==> src/rtl/cpu_seq_controller.sv <==
// Multi-cycle instruction sequencer: owns PC, IR and the fetch/decode/exec/mem/wb FSM,
// drives a ready-handshake memory port, datapath strobes, interrupt entry/return and traps.
module cpu_seq_controller #(
  parameter int                WIDTH    = 16,
  parameter int                ADDR_W   = 8,
  parameter logic [ADDR_W-1:0] RESET_PC = '0,
  parameter logic [ADDR_W-1:0] IRQ_VEC  = 8'hF0,
  parameter logic [ADDR_W-1:0] TRAP_VEC = 8'hF8
) (
  input  logic              clk,
  input  logic              rst,
  output logic              mem_req,
  output logic              mem_we,
  output logic [ADDR_W-1:0] mem_addr,
  input  logic [WIDTH-1:0]  mem_rdata,
  input  logic              mem_ready,
  input  logic              zero,
  input  logic              irq,
  output logic [WIDTH-1:0]  ir,
  output logic [ADDR_W-1:0] pc,
  output logic              alu_en,
  output logic              reg_we,
  output logic              wb_sel,
  output logic [2:0]        state,
  output logic              instr_done,
  output logic              halted,
  output logic              trap,
  output logic              in_isr
);

  typedef enum logic [2:0] {
    S_FETCH  = 3'd0,
    S_DECODE = 3'd1,
    S_EXEC   = 3'd2,
    S_MEM    = 3'd3,
    S_WB     = 3'd4,
    S_HALT   = 3'd5
  } state_t;

  typedef enum logic [3:0] {
    OP_NOP   = 4'd0,
    OP_ALU   = 4'd1,
    OP_LOAD  = 4'd2,
    OP_STORE = 4'd3,
    OP_JUMP  = 4'd4,
    OP_BRZ   = 4'd5,
    OP_RETI  = 4'd6,
    OP_HALT  = 4'd15
  } opcode_t;

  state_t              cur, cur_nx;
  logic [ADDR_W-1:0]   pc_q, pc_nx, epc_q, epc_nx;
  logic [WIDTH-1:0]    ir_q, ir_nx;
  logic                in_isr_q, in_isr_nx, wb_sel_q, wb_sel_nx;
  logic                retire;
  logic                access;
  logic [3:0]          opc;
  logic [ADDR_W-1:0]   imm_addr;

  assign opc      = ir_q[WIDTH-1 -: 4];
  assign imm_addr = ADDR_W'(ir_q[WIDTH-5:0]);

  // NOTE: every target gets a default before the case, so no path can leave one unassigned and infer a latch.
  always_comb begin
    cur_nx     = cur;
    pc_nx      = pc_q;
    epc_nx     = epc_q;
    ir_nx      = ir_q;
    in_isr_nx  = in_isr_q;
    wb_sel_nx  = wb_sel_q;
    retire     = 1'b0;
    access     = 1'b0;
    mem_we     = 1'b0;
    mem_addr   = pc_q;
    alu_en     = 1'b0;
    reg_we     = 1'b0;
    trap       = 1'b0;
    halted     = 1'b0;

    case (cur)
      S_FETCH: begin
        access = 1'b1;
        if (mem_ready) begin
          ir_nx  = mem_rdata;
          pc_nx  = pc_q + ADDR_W'(1);
          cur_nx = S_DECODE;
        end
      end
      S_DECODE: cur_nx = S_EXEC;
      S_EXEC: begin
        alu_en = 1'b1;
        cur_nx = S_FETCH;
        case (opc)
          OP_NOP:  retire = 1'b1;
          OP_ALU: begin
            wb_sel_nx = 1'b0;
            cur_nx    = S_WB;
          end
          OP_LOAD, OP_STORE: cur_nx = S_MEM;
          OP_JUMP: begin
            pc_nx  = imm_addr;
            retire = 1'b1;
          end
          OP_BRZ: begin
            if (zero) pc_nx = imm_addr;
            retire = 1'b1;
          end
          OP_RETI: begin
            pc_nx     = epc_q;
            in_isr_nx = 1'b0;
            retire    = 1'b1;
          end
          OP_HALT: begin
            cur_nx = S_HALT;
            retire = 1'b1;
          end
          default: begin
            trap  = 1'b1;
            pc_nx = TRAP_VEC;
          end
        endcase
      end
      S_MEM: begin
        access   = 1'b1;
        mem_addr = imm_addr;
        mem_we   = (opc == OP_STORE);
        if (mem_ready) begin
          if (opc == OP_STORE) begin
            retire = 1'b1;
            cur_nx = S_FETCH;
          end else begin
            wb_sel_nx = 1'b1;
            cur_nx    = S_WB;
          end
        end
      end
      S_WB: begin
        reg_we = 1'b1;
        retire = 1'b1;
        cur_nx = S_FETCH;
      end
      S_HALT: begin
        halted = 1'b1;
        if (irq && !in_isr_q) begin
          epc_nx    = pc_q;
          pc_nx     = IRQ_VEC;
          in_isr_nx = 1'b1;
          cur_nx    = S_FETCH;
        end
      end
      default: cur_nx = S_FETCH;
    endcase

    // Interrupt boundary: epc captures the post-jump/branch PC; the old in_isr gates nesting,
    // so a RETI retiring with irq still high does not re-enter in the same cycle.
    if (retire && irq && !in_isr_q) begin
      epc_nx    = pc_nx;
      pc_nx     = IRQ_VEC;
      in_isr_nx = 1'b1;
      cur_nx    = S_FETCH;
    end
  end

  // NOTE: sequential state uses non-blocking assignments so all registers update from pre-edge values.
  always_ff @(posedge clk or negedge rst) begin
    if (!rst) begin
      cur      <= S_FETCH;
      pc_q     <= RESET_PC;
      ir_q     <= '0;
      epc_q    <= '0;
      in_isr_q <= 1'b0;
      wb_sel_q <= 1'b0;
    end else begin
      cur      <= cur_nx;
      pc_q     <= pc_nx;
      ir_q     <= ir_nx;
      epc_q    <= epc_nx;
      in_isr_q <= in_isr_nx;
      wb_sel_q <= wb_sel_nx;
    end
  end

  // Gating with rst drops the request the instant reset asserts mid-access.
  assign mem_req    = access && rst;
  assign instr_done = retire;
  assign ir         = ir_q;
  assign pc         = pc_q;
  assign wb_sel     = wb_sel_q;
  assign in_isr     = in_isr_q;
  assign state      = cur;

endmodule

==> config.mk <==
export PLATFORM = sky130hd
export DESIGN_NAME = cpu_seq_controller
export DESIGN_NICKNAME = d
export VERILOG_FILES = /design/src/rtl/cpu_seq_controller.sv
export SDC_FILE = /design/constraint.sdc
export NUM_CORES = 1
export LEC_CHECK = 0
export ABC_AREA = 1
export ABC_CLOCK_PERIOD_IN_PS = 1700
export BUFFER_PORTS_ARGS = -buffer_cell sky130_fd_sc_hd__buf_2
export CAP_MARGIN = 20
export CORE_ASPECT_RATIO = 1.1
export CORE_UTILIZATION = 35
export CTS_CLUSTER_DIAMETER = 120
export DETAILED_ROUTE_END_ITERATION = 10
export MAX_ROUTING_LAYER = met4
export PLACE_DENSITY = 0.55
export SLEW_MARGIN = 20
export SYNTH_ARGS = -nofsm -noshare
export SYNTH_HDL_FRONTEND = slang
export SYNTH_SLANG_ARGS = --single-unit
==> constraint.sdc <==
create_clock -name clk -period 1.7 [get_ports clk]
set_input_delay 0.51 -clock clk [delete_from_list [all_inputs] [get_ports clk]]
set_output_delay 0.51 -clock clk [all_outputs]
set_load 0.01 [all_outputs]
==> impl_metrics.py <==
metrics = {
    "status": {
        "status": "complete, but fails checks",
        "violations": "negative setup slack",
    },
    "setup_path": {
        "worstSetupStartpointType": "register",
        "cp_max_fo": 3,
        "end_kind": "output pin",
        "arrival_ns": 1.36,
        "ff2ff_path_depth": 11,
        "criticalPathCategory": "register to output pin",
        "required_ns": 1.19,
    },
    "sta": {
        "fin_skew_ns": 0.01364,
        "grt_setup_unrepaired": "true",
        "hold_viol": 0,
        "fin_tns_setup_ns": -1.834,
        "max_slew_margin_pct": 65.95,
        "worst_slew_pin_slew_ns": 0.5107,
        "max_freq_ghz": 0.5336,
        "drv_slew": 0,
        "setup_violations": 14,
        "layout_min_cycle_time_ns": 1.874,
        "setup_slack_ns": -0.1742,
        "fin_crit_sh_pct": 110.2,
    },
    "clocking": {
        "path_clk_slew_ns": 0.08,
        "ctsHtreeMaxLevel": 2,
        "cts_hold_buffers": 0,
        "cts_sinks": 37,
        "cts_tree": "yes",
        "cts_root_buf": "clkbuf_8",
        "worstSkewPairLatency_ns": 0.30,
        "cts_buffer_depth": 2,
        "numCtsBuffers": 5,
    },
    "synthesis": {
        "synth_compound_area_share_pct": 8.301,
        "synthAdderAreaFrac_pct": 0.4912,
        "synth_xor_area_share_pct": 0,
        "synthArstFlopShare_pct": 100.0,
        "syn-num-nets": 377,
        "yosys_most_used_dff": "dfrtp_1",
        "syn_inst": 355,
        "avgSynthCellArea_sq_um": 7.176,
        "synth-edff-count": 0,
        "synthMuxAreaShare_pct": 4.420,
        "seq_area_frac_synth_pct": 36.35,
        "synth_cell_types": 34,
        "synthSimpleGateAreaFrac_pct": 40.52,
        "synth_top_family_by_area": "simple AND/OR/NAND/NOR gates",
        "synth-seq-cells": 37,
        "syn_area_sq_um": 2547,
        "yosysWarnings": 0,
    },
    "drt": {
        "ant_nets": 0,
        "vias": 2734,
        "wl_per_cell_microns": 14.74,
        "via_per_inst": 4.935,
        "drc_errors": 0,
        "wirelength_microns": 8166,
        "first_pass_iters": 4,
        "drt_iter0_drc": 167,
    },
    "place": {
        "pre_cts_ws_ns": -0.08113,
        "dp_cells": 522,
        "gp_congestion": 0.8547,
        "dp_hpwl_microns": 5876,
        "io_buffers": 64,
    },
    "worst_hold_path": {
        "hold_path_class": "input pin to asynchronous set/reset pin",
    },
    "power_and_ir_drop": {
        "power_uw": 6887,
        "ir_drop_mv": 1.036,
        "powerDensity_nw_per_um2": 1927,
        "p_leak_uw": 0.001854,
    },
    "global_route": {
        "grt_pass1_vias": 2617,
        "antenna_found_initial": 0,
        "grt_max_degree": 38,
        "grt_pass1_wl_microns": 13160,
        "gr-total-overflow": 0,
        "track_usage_pct": 22.78,
    },
    "layout": {
        "fin_cells": 554,
        "fin_nets": 490,
        "layout-drive-gt1-share_pct": 41.58,
        "area_growth_pct": 40.28,
        "n_antenna_cell": 0,
        "fin_util_pct": 50.71,
    },
    "floorplanning": {
        "fp.dieW_microns": 83.35,
        "die_y_microns": 91.48,
        "start_util_pct": 36.15,
        "io_pins": 65,
        "rows": 32,
        "core-area_sq_um": 7047,
        "die-area_sq_um": 7624,
    },
    "flow_run": {
        "maxCapViolCount": 0,
    },
}
==> sequential cells by signal, summed over array words and instances (netlist names) <==
signal	flops
epc_q	8
in_isr	1
ir	16
pc	8
state	3
wb_sel	1
==> where the power goes <==
group          total, uW  leakage [uW]  switching [uW]  internal [uW]
clock                672     0.0000447             375            296
combinational       4460       0.00138            2520           1940
sequential          1750      0.000431             431           1320
total               6890       0.00185            3330           3560
==> per-stage QoR <==
step           hold slack (ns)  instance area, sq um
6_report                0.2802                  3573
5_1_grt                 0.3320                  3573
2_1_floorplan           0.2144                  2550
3_5_place_dp            0.4886                  3119
4_1_cts                 0.3091                  3468
3_3_place_gp            0.4732                  3119
==> kinds of logic (layout without fill, tap and decap cells) <==
| kind of cell | Yosys count | count (layout) |
|---|---|---|
| AND/OR/NAND/NOR | 207 | 207 |
| buffers and inverters | 60 | 174 |
| adder cells (fa/ha/maj) | 1 | 1 |
| multiplexers | 10 | 10 |
| flip-flops | 37 | 37 |
| AO/OA/AOI/OAI | 40 | 40 |
==> path summary, 6_finish.rpt <==
kind | startpoint | endpoint | slack (ns)
worst max-delay path | state[2]$_DFFE_PN0P_ | trap | -0.17
worst min-delay path | rst | in_isr$_DFFE_PN0P_ | 0.28
worst min register to register | ir[11]$_DFFE_PN0P_ | ir[11]$_DFFE_PN0P_ | 0.50
min in group clk | mem_rdata[2] | ir[2]$_DFFE_PN0P_ | 0.42
max in group asynchronous | rst | ir[13]$_DFFE_PN0P_ | 1.03
worst max register to register | ir[15]$_DFFE_PN0P_ | epc_q[7]$_DFFE_PN0P_ | 0.06
==> layout make-up <==
| class | instances | area, sq um |
|---|---|---|
| fill | 733 | 3473 |
| multi-input combinational | 258 | 1459 |
| sequential | 37 | 932.1 |
| timing repair buffer | 114 | 758.2 |
| inverter | 51 | 217.7 |
| tap | 85 | 106.4 |
| clock buffer | 5 | 68.82 |
| clock inverter | 3 | 25.02 |
| timing repair inverter | 1 | 6.256 |
==> worst max-delay path: stages (launching register included) <==
cell and delay (ns):
dfrtp_1 0.41, inv_4 0.08, buf_4 0.11, nand3_4 0.09, buf_6 0.13, nor2_2 0.10
buf_2 0.14
==> cell usage after synthesis, drive strengths merged (2+ instances only) <==
master | n | area (sq um)
mux2 | 10 | 112.6
inv | 48 | 180.2
o21ai | 21 | 108.9
dfrtp | 37 | 925.9
clkbuf | 2 | 7.510
clkinv | 3 | 12.51
nand2 | 122 | 501.7
nand4 | 14 | 87.58
a21oi | 15 | 75.07
nand3 | 36 | 235.2
nor3 | 3 | 26.28
nor2 | 31 | 173.9
buf | 7 | 52.54
==> cell usage in the layout, fill, tap and decap left out, types with 14 or more instances in the layout <==
cell	count
nand4_1	14
dfrtp_1	32
buf_4	43
nand2_1	103
nor2_1	21
inv_1	36
nand2_2	14
nand3_1	28
a21oi_1	14
buf_2	61
==> layer usage <==
metal | part of all wire (%) | GRT usage, % | vias to the layer above
met4 | 2.2 | 7.328 | 0
met3 | 3.6 | 2.545 | 12
li1 | - | - | 1369
met1 | 46 | 28.34 | 1286
met2 | 49 | 38.66 | 67
met5 | 0 | - | -
==> repair_timing <==
action	in CTS	in global routing
gates resized for setup	42	14
endpoints found under the hold margin	0	0
setup endpoints to repair	15	38
pin swaps	9	5
gates cloned	0	1
setup buffers	17	6
(Power assumes the default switching activity.)
